### config.mk
export PLATFORM = sky130hd
export DESIGN_NAME = kfpcjr_ir_kb_decoder
export DESIGN_NICKNAME = d
export VERILOG_FILES = /design/src/rtl/kfpcjr_kb_pkg.sv /design/src/rtl/kfpcjr_ir_cell_timer.sv /design/src/rtl/kfpcjr_ir_kb_decoder.sv
export SDC_FILE = /design/constraint.sdc
export NUM_CORES = 1
export LEC_CHECK = 0
export CAP_MARGIN = 20
export CELL_PAD_IN_SITES_DETAIL_PLACEMENT = 1
export CELL_PAD_IN_SITES_GLOBAL_PLACEMENT = 2
export CORE_UTILIZATION = 25
export CTS_BUF_LIST = sky130_fd_sc_hd__clkbuf_16
export DETAILED_ROUTE_END_ITERATION = 7
export PLACE_DENSITY = 0.53
export SLEW_MARGIN = 20
export SYNTH_ARGS = -nofsm -noshare
export SYNTH_HDL_FRONTEND = slang
export SYNTH_HIERARCHICAL = 1
export SYNTH_SLANG_ARGS = --single-unit
### constraint.sdc
create_clock -name clock -period 7.6 [get_ports clock]
set_input_delay 1.52 -clock clock [delete_from_list [all_inputs] [get_ports clock]]
set_output_delay 1.52 -clock clock [all_outputs]
set_load 0.05 [all_outputs]
### src/rtl/kfpcjr_kb_pkg.sv
// rtl/kfpcjr_kb_pkg.sv - shared IR keyboard link types and defaults
// Used by both the IR encoder and the IR decoder.
package kfpcjr_kb_pkg;

  localparam logic [15:0] default_bit_cycle  = 16'd22000;
  localparam logic [3:0]  default_stop_cells = 4'd2;

  typedef enum logic [2:0] {
    st_idle      = 3'd0,
    st_start     = 3'd1,
    st_data      = 3'd2,
    st_parity    = 3'd3,
    st_stop      = 3'd4,
    st_wait_idle = 3'd5
  } kb_state_t;

  // Odd parity over data plus parity bit: 1 means the frame is consistent.
  function automatic logic odd_parity_ok(input logic [7:0] data, input logic par);
    return ^{data, par};
  endfunction

endpackage

### src/rtl/kfpcjr_ir_cell_timer.sv
// rtl/kfpcjr_ir_cell_timer.sv - biphase bit-cell timer with quarter/three-quarter sample strobes
// Held at zero while restart is high; free-runs modulo bit_cycle otherwise.
module kfpcjr_ir_cell_timer #(
  parameter int bit_cycle = 22000,
  parameter int cnt_w     = $clog2(bit_cycle)
) (
  input  logic clock,
  input  logic reset,
  input  logic restart,
  output logic sample_a,
  output logic sample_b,
  output logic cell_end
);

  localparam logic [cnt_w-1:0] a_point   = cnt_w'(bit_cycle / 4);
  localparam logic [cnt_w-1:0] b_point   = cnt_w'((3 * bit_cycle) / 4);
  localparam logic [cnt_w-1:0] end_point = cnt_w'(bit_cycle - 1);

  logic [cnt_w-1:0] cnt;

  always_ff @(posedge clock or posedge reset) begin
    if (reset) begin
      cnt <= '0;
    end else if (restart || cnt == end_point) begin
      cnt <= '0;
    end else begin
      cnt <= cnt + 1'b1;
    end
  end

  assign sample_a = !restart && (cnt == a_point);
  assign sample_b = !restart && (cnt == b_point);
  assign cell_end = !restart && (cnt == end_point);

endmodule

### src/rtl/kfpcjr_ir_kb_decoder.sv
// rtl/kfpcjr_ir_kb_decoder.sv - PCjr IR keyboard biphase receiver with one-byte holding register
// Synchronizer, frame FSM, shift/parity accumulation and valid/ack holding register.
module kfpcjr_ir_kb_decoder
  import kfpcjr_kb_pkg::*;
#(
  parameter logic [15:0] bit_cycle  = default_bit_cycle,
  parameter logic [3:0]  stop_cells = default_stop_cells
) (
  input  logic       clock,
  input  logic       reset,
  input  logic       ir_signal,
  output logic [7:0] rx_data,
  output logic       rx_valid,
  input  logic       rx_ack,
  output logic       rx_parity_err,
  output logic       frame_err,
  output logic       overrun,
  output logic       busy
);

  localparam int cnt_w = $clog2(int'(bit_cycle));
  localparam logic [cnt_w-1:0] wait_last = cnt_w'(bit_cycle - 16'd1);

  logic            s_meta, s, s_prev, s_rise;
  kb_state_t       state;
  logic [2:0]      bit_idx;
  logic [3:0]      stop_idx;
  logic            smp_a;
  logic [7:0]      shift;
  logic            par_acc;
  logic            par_bad;
  logic [cnt_w-1:0] wait_cnt;
  logic            timer_restart, sample_a, sample_b, cell_end, phase_err;

  always_ff @(posedge clock or posedge reset) begin
    if (reset) begin
      s_meta <= 1'b0;
      s      <= 1'b0;
      s_prev <= 1'b0;
    end else begin
      s_meta <= ir_signal;
      s      <= s_meta;
      s_prev <= s;
    end
  end

  assign s_rise = s && !s_prev;

  // The timer keeps cnt at 0 through IDLE so that the rising cycle is cnt==0.
  assign timer_restart = ((state == st_idle) && !s_rise) || (state == st_wait_idle);

  kfpcjr_ir_cell_timer #(
    .bit_cycle (int'(bit_cycle)),
    .cnt_w     (cnt_w)
  ) u_cell_timer (
    .clock    (clock),
    .reset    (reset),
    .restart  (timer_restart),
    .sample_a (sample_a),
    .sample_b (sample_b),
    .cell_end (cell_end)
  );

  assign phase_err = sample_b && (smp_a == s);
  assign busy      = (state != st_idle);

  always_ff @(posedge clock or posedge reset) begin
    if (reset) begin
      state         <= st_idle;
      bit_idx       <= '0;
      stop_idx      <= '0;
      smp_a         <= 1'b0;
      shift         <= '0;
      par_acc       <= 1'b0;
      par_bad       <= 1'b0;
      wait_cnt      <= '0;
      rx_data       <= '0;
      rx_valid      <= 1'b0;
      rx_parity_err <= 1'b0;
      frame_err     <= 1'b0;
      overrun       <= 1'b0;
    end else begin
      frame_err <= 1'b0;
      if (rx_ack && rx_valid) begin
        rx_valid <= 1'b0;
        overrun  <= 1'b0;
      end

      case (state)
        st_idle: begin
          if (s_rise) begin
            state    <= st_start;
            bit_idx  <= '0;
            stop_idx <= '0;
            par_acc  <= 1'b0;
          end
        end

        st_start: begin
          if (sample_a) smp_a <= s;
          if (phase_err || (sample_b && !smp_a)) begin
            frame_err <= 1'b1;
            wait_cnt  <= '0;
            state     <= st_wait_idle;
          end else if (cell_end) begin
            state <= st_data;
          end
        end

        st_data: begin
          if (sample_a) smp_a <= s;
          if (phase_err) begin
            frame_err <= 1'b1;
            wait_cnt  <= '0;
            state     <= st_wait_idle;
          end else begin
            // Bits arrive LSB first, so shift in from the top.
            if (sample_b) begin
              shift   <= {smp_a, shift[7:1]};
              par_acc <= par_acc ^ smp_a;
            end
            if (cell_end) begin
              if (bit_idx == 3'd7) state <= st_parity;
              bit_idx <= bit_idx + 3'd1;
            end
          end
        end

        st_parity: begin
          if (sample_a) smp_a <= s;
          if (phase_err) begin
            frame_err <= 1'b1;
            wait_cnt  <= '0;
            state     <= st_wait_idle;
          end else begin
            if (sample_b) par_bad <= !(par_acc ^ smp_a);
            if (cell_end) state <= st_stop;
          end
        end

        st_stop: begin
          if ((sample_a || sample_b) && s) begin
            frame_err <= 1'b1;
            wait_cnt  <= '0;
            state     <= st_wait_idle;
          end else if (cell_end) begin
            if (stop_idx == stop_cells - 4'd1) begin
              state <= st_idle;
              if (!rx_valid || rx_ack) begin
                rx_data       <= shift;
                rx_parity_err <= par_bad;
                rx_valid      <= 1'b1;
              end else begin
                overrun <= 1'b1;
              end
            end
            stop_idx <= stop_idx + 4'd1;
          end
        end

        st_wait_idle: begin
          if (s) begin
            wait_cnt <= '0;
          end else if (wait_cnt == wait_last) begin
            state <= st_idle;
          end else begin
            wait_cnt <= wait_cnt + 1'b1;
          end
        end

        default: state <= st_idle;
      endcase
    end
  end

endmodule

==> results.py, run 1 <==
metrics = {
    "global_route": {
        "met3_usage_pct": 2.614,
        "grt_pass1_wl_mm": 14.74,
        "grt_util_all_layers_pct": 13.24,
        "gr-usage-met2_pct": 19.94,
        "antenna_found_initial": 0,
        "grt_max_degree": 52,
        "grt_pass1_vias": 2767,
        "busiest_layer": "met2",
        "overflow": 0,
        "grt_util_met1_pct": 17.69,
    },
    "layout": {
        "final_util_pct": 30.80,
        "num-fill-cells": 1533,
        "diodes": 0,
        "ff_latch_area_um2": 1652,
        "final_cell_count_no_fill": 543,
        "drive_gt1_share_pct": 14.17,
        "syn_to_final_growth_pct": 18.54,
        "nets": 373,
        "multi_input_area_um2": 1713,
    },
    "synthesis": {
        "synth_top_family_by_area": "simple AND/OR/NAND/NOR gates",
        "synth_compound_area_share_pct": 12.58,
        "synth_xor_area_share_pct": 4.024,
        "synth_top_area_share_pct": 47.43,
        "yosysTopAreaCell": "dfrtp_1",
        "synthArstFlopShare_pct": 100.0,
        "synth-simple-area-share_pct": 22.60,
        "synthAdderAreaFrac_pct": 2.515,
        "synth_enable_flop_cells": 0,
        "muxShareOfSynthArea_pct": 7.151,
        "netlist_top_cells_area": "dfrtp_1 47%, mux2_2 5.8%, nor2_1 3.6%, xnor2_1 3.5%, o21ai_0 3.3%",
        "yosysSeqAreaShare_pct": 47.43,
        "synth.cell_area_um2": 3482,
        "synthFlopType": "dfrtp_1",
        "synth_nets": 356,
        "avgSynthCellArea_um2": 10.09,
        "synth_warnings": 6,
        "ys_ff_latch": 66,
        "netlist-cell-type-count": 59,
        "syn_inst": 345,
    },
    "sta": {
        "fin_ws_ns": 3.847,
        "slew_headroom_pct": 37.55,
        "whs_ns": 0.3526,
        "fmax_mhz": 266.5,
        "tns_ns": 0,
        "finalCriticalPeriod_ns": 3.753,
        "rsz0062_at_grt": "false",
        "fin_worst_skew_ns": 0.009060,
        "finalHoldViolCount": 0,
        "setup_viol": 0,
        "slew_viol_final": 0,
        "worst_pin_slew_ns": 0.9367,
        "finalCritPeriodShare_pct": 49.38,
    },
    "power_and_ir_drop": {
        "p_leak_uw": 0.001766,
        "cellPowerDensity_nw_per_um2": 270.8,
        "p_clk_share_pct": 38.3,
        "peakVddDrop_uv": 123.6,
        "power_frac_seq_pct": 38.9,
        "pwr-share-comb_pct": 22.8,
        "p_int_uw": 734.5,
        "swShare_pct": 34.29,
        "power.switching_uw": 383.4,
    },
    "setup_path": {
        "cp_max_fo": 16,
        "path_class": "reg2out",
        "critical_path.slowest_cell": "clkdlybuf4s50_1",
        "slowest_delay_ns": 0.72,
        "cp.arrival_ns": 2.23,
        "cp-start-kind": "flip-flop",
        "cp_data_required_time_ns": 6.08,
        "path_buf_inv": 2,
        "cp-end-kind": "output port",
        "path_cells": "nor3_1 -> inv_1 -> clkdlybuf4s50_1",
        "cp_top_family": "buffers and inverters",
    },
    "route": {
        "wl_per_cell_um": 15.63,
        "route.detailed.drc": 0,
        "vias": 2613,
        "vias_per_cell": 4.812,
        "ant_nets": 0,
        "drtIter0Drc": 103,
        "drtPass1Iterations": 4,
        "totalWireLength_mm": 8.489,
    },
    "placement": {
        "place_inst": 527,
        "hpwl_mm": 5.828,
        "place_ws_ns": 3.957,
        "io_buffers": 16,
        "gp_congestion": 0.7152,
    },
    "die": {
        "pin_count": 17,
        "fp.dieH_um": 120.0,
        "core_um2": 13400,
        "dieArea_um2": 14400,
        "fp-row-count": 42,
        "initial_core_util_pct": 25.99,
        "die_w_um": 120.0,
    },
    "clocking": {
        "insertion_delay_ns": 0.35,
        "cts_setup_buffers": 0,
        "cts_root_buf": "clkbuf_16",
        "clkTransAtPathRegs_ns": 0.06,
        "cts_tree": "yes",
        "cts_buffers": 9,
        "postCtsHoldBufs": 0,
        "cts_buffer_depth": 2,
        "cts.htree.levels": 3,
        "cts.sinks": 66,
        "ctsResizeCount": 0,
    },
    "min_path": {
        "hp-class": "reg2reg",
    },
    "flow_run": {
        "max-cap-violations": 0,
    },
    "run_status": {
        "outcome": "completed",
    },
}
[synth_stat cells, types with 3 or more instances]
cell	count
nor3_1	7
ha_1	7
nor4_1	4
nor2b_1	4
nand4b_1	3
nand3b_1	4
xnor2_1	14
and3_1	6
nand2b_1	4
nand3_1	20
nand2_1	26
buf_2	4
inv_1	17
a21oi_1	13
o21ai_0	23
nand4_1	5
clkbuf_1	6
o31ai_1	10
mux2_2	18
dfrtp_1	66
a31oi_1	5
nor2_1	33
[metrics by stage]
stage	total power [µW]	area (µm²)
5_1_grt	1182	4128
6_report	1118	4128
3_5_place_dp	693.4	3812
2_1_floorplan	628.1	3482
4_1_cts	1129	4116
3_3_place_gp	695.6	3812
[logic make-up (layout without fill, tap and decap cells)]
kind of cell	Yosys count	count (layout)
AO/OA/AOI/OAI	67	67
XOR/XNOR	16	16
adder cells (fa/ha/maj)	7	7
buffers and inverters	29	51
flip-flops	66	66
multiplexers	22	22
AND/OR/NAND/NOR	138	138
[state kept, by name (all words and copies together), names as in the netlist, 3 cells and up]
register          count
wait_cnt             15
u_cell_timer/cnt     15
rx_data               8
bit_idx               3
state                 3
stop_idx              4
shift                 8
[power groups by stage]
stage	clock (µW)	combinational (µW)	sequential [µW]
after floorplan	0	216	412
after global placement	0	255	441
after detailed placement	0	254	439
after CTS	440	255	433
after global routing	453	286	442
final	428	255	435
[layout make-up]
| type | instances | share of cell area (%) |
|---|---|---|
| clock inverters | 7 | 1.910 |
| inverters | 17 | 1.546 |
| well taps | 176 | 5.335 |
| multi-input cells | 250 | 41.50 |
| flip-flops and latches | 66 | 40.01 |
| repair buffers | 18 | 4.244 |
| clock buffers | 9 | 5.456 |
[routing by layer]
| metal | part of all wire [%] | vias up |
|---|---|---|
| met5 | 0 | - |
| met1 | 50 | 1305 |
| met2 | 46 | 19 |
| met3 | 2.0 | 13 |
| met4 | 2.1 | 0 |
| li1 | - | 1276 |
[cell usage in the layout (no fill, tap or decap), types with 5 or more instances in the layout]
cell and n:
mux2_2 18, and3_1 6, xnor2_1 14, a31oi_1 5, nand2_1 26, ha_1 7, o31ai_1 10, nor3_1 7
nand4_1 5, dfrtp_1 66, nand3_1 20, clkbuf_16 9, o21ai_0 23, a21oi_1 13, nor2_1 33, clkdlybuf4s50_1 16
inv_1 16
[worst paths after layout]
kind	depth (start not counted)	from	slack, ns	endpoint
setup / recovery	3	state[2]	3.85	busy
hold / removal	0	s_meta	0.35	s
setup reg to reg	11	state[2]	3.95	rx_data[3]
hold reg to reg	0	s_meta	0.35	s
max in group asynchronous	3	reset	5.42	par_acc
min in group asynchronous	2	reset	1.60	u_cell_timer/cnt[3]
(Power assumes the default switching activity.)
==> run 2: changes to the inputs <==
PLACE_DENSITY = 0.55   (was 0.53)
clock period = 3.35 ns   (was 7.6 ns; I/O delays follow)
==> run 2 against run 1 <==
Net effect:
- sequential power rose by 110%
- via count increased by 1.9%
- sequential share of layout area is 0.97 points lower
- clock power is 140% higher
- setup slack worse by 3.5 ns
- cell count grew 2.2%
- design area grew 2.5%
==> results.py, run 2 (synthesized netlist as in run 1, its figures left out) <==
metrics = {
    "setup_path": {
        "critical_path.slowest_cell": "dfrtp_1",
        "path_class": "reg2reg",
        "slowest_delay_ns": 0.39,
        "r2r_start": "state[2]",
        "crit_start": "state[2]",
        "cp.arrival_ns": 3.19,
        "reg2regPathDepth": 12,
        "path_buf_inv": 2,
        "cp_max_fo": 9,
        "cp_data_required_time_ns": 3.57,
        "cp_top_family": "simple AND/OR/NAND/NOR gates",
        "cp-end-kind": "flip-flop",
        "cp-start-kind": "flip-flop",
        "cp_num_cells": 12,
        "path_cells": "buf_4 -> nand3b_1 -> nand2_1 -> nor4_1 -> nand4bb_1 -> nor4_1 -> buf_4 -> nand2b_1 -> a21oi_1 -> or3_1 -> o2111a_1 -> mux2_1",
    },
    "route": {
        "vias": 2663,
        "wl_per_cell_um": 15.30,
        "drtIter0Drc": 106,
        "ant_nets": 0,
        "vias_per_cell": 4.798,
        "route.detailed.drc": 0,
        "totalWireLength_mm": 8.494,
        "drtPass1Iterations": 4,
    },
    "layout": {
        "num-fill-cells": 1517,
        "drive_gt1_share_pct": 16.89,
        "multi_input_area_um2": 1702,
        "final_cell_count_no_fill": 555,
        "mostFrequentLayoutCells": "66 x dfrtp_1, 33 x nor2_1, 26 x nand2_1",
        "stdcell_area_um2": 4230,
        "largestRegisters": "u_cell_timer/cnt: 15 flops, wait_cnt: 15 flops",
        "layout_commonest_cell": "dfrtp_1",
        "diodes": 0,
        "ff_latch_area_um2": 1652,
        "syn_to_final_growth_pct": 21.49,
        "nets": 385,
        "final_util_pct": 31.57,
    },
    "placement": {
        "placed_area_um2": 3902,
        "gp_congestion": 0.7534,
        "io_buffers": 16,
        "hpwl_mm": 5.932,
        "place_inst": 539,
    },
    "clocking": {
        "cts_root_buf": "clkbuf_16",
        "cts_buffer_depth": 2,
        "insertion_delay_ns": 0.34,
        "cts_setup_buffers": 0,
        "clkTransAtPathRegs_ns": 0.06,
        "postCtsHoldBufs": 0,
        "cts_buffers": 9,
        "cts.sinks": 66,
        "cts.htree.levels": 3,
        "cts_tree": "yes",
        "ctsResizeCount": 0,
    },
    "sta": {
        "slew_headroom_pct": 38.16,
        "tns_ns": 0,
        "fin_worst_skew_ns": 0.006646,
        "finalHoldViolCount": 0,
        "slew_viol_final": 0,
        "worst_pin_slew_ns": 0.9275,
        "setup_viol": 0,
        "finalCritPeriodShare_pct": 88.44,
        "rsz0062_at_grt": "false",
        "fmax_mhz": 337.5,
        "finalCriticalPeriod_ns": 2.963,
    },
    "die": {
        "die_w_um": 120.0,
        "pin_count": 17,
        "core_um2": 13400,
        "dieArea_um2": 14400,
        "fp.dieH_um": 120.0,
        "fp-row-count": 42,
        "initial_core_util_pct": 25.99,
    },
    "power_and_ir_drop": {
        "p_leak_uw": 0.001842,
        "finalPower_uw": 2668,
        "cellPowerDensity_nw_per_um2": 630.7,
        "peakVddDrop_uv": 264.0,
    },
    "global_route": {
        "grt_util_all_layers_pct": 13.36,
        "grt_pass1_vias": 2854,
        "grt_pass1_wl_mm": 14.81,
        "grt_max_degree": 52,
        "overflow": 0,
        "antenna_found_initial": 0,
    },
    "min_path": {
        "whs_path_depth": 0,
        "worstHoldStart": "s_meta",
        "hp-class": "reg2reg",
    },
    "flow_run": {
        "max-cap-violations": 0,
    },
    "run_status": {
        "outcome": "completed",
    },
}
[run 2: changes by cell type in the layout (fill, tap and decap cells not counted), sizes merged]
cell and delta:
clkinvlp -2, bufinv +1, clkinv +1, buf +12
[run 2: report_power, final]
group | total, µW | switching [µW] | internal (µW)
sequential | 933 | 74.9 | 858
clock | 1040 | 386 | 658
combinational | 692 | 412 | 280
total | 2670 | 873 | 1800
[run 2: layer usage]
layer	wire length (µm)	vias to the layer above	track usage, %	part of all wire [%]
li1	-	1302	-	-
met1	4193	1315	17.50	49
met2	3892	32	20.62	46
met3	216	14	2.757	2.5
met4	191	0	7.031	2.2
met5	0	-	0	0
[run 2: stage by stage]
step / hold WS, ns / worst slack, ns
detailed placement: 0.4220 / 0.3726
global route: 0.4405 / 0.06079
global placement: 0.4288 / 0.4218
finish: 0.4286 / 0.3873
floorplan: 0.3312 / 0.3449
CTS: 0.4326 / 0.3552
[run 2: final timing paths]
path	slack (ns)	to
min in group asynchronous	0.77	u_cell_timer/cnt[3]
max in group asynchronous	2.01	rx_valid
hold reg to reg	0.43	s
setup reg to reg	0.39	state[1]
hold / removal	0.43	s
setup / recovery	0.39	state[1]
[run 2: final cells by class]
class / instances / share of cell area (%)
multi-input cells: 250 / 40.22
well taps: 176 / 5.206
repair buffers: 30 / 6.270
clock inverters: 7 / 2.425
flip-flops and latches: 66 / 39.04
clock buffers: 9 / 5.324
inverters: 17 / 1.508
[run 2: worst reg2reg max path: stages (launching register included)]
cell and delay (ns):
dfrtp_1 0.39, buf_4 0.18, nand3b_1 0.11, nand2_1 0.08, nor4_1 0.34, nand4bb_1 0.17, nor4_1 0.28, buf_4 0.23
nand2b_1 0.09, a21oi_1 0.23, or3_1 0.15, o2111a_1 0.27, mux2_1 0.33
==> run 3: changes to the inputs <==
CTS_CLUSTER_SIZE = 12   (was not set)
==> results of run 3 <==
Final layout, timing and power as in run 2 (identical DEF).
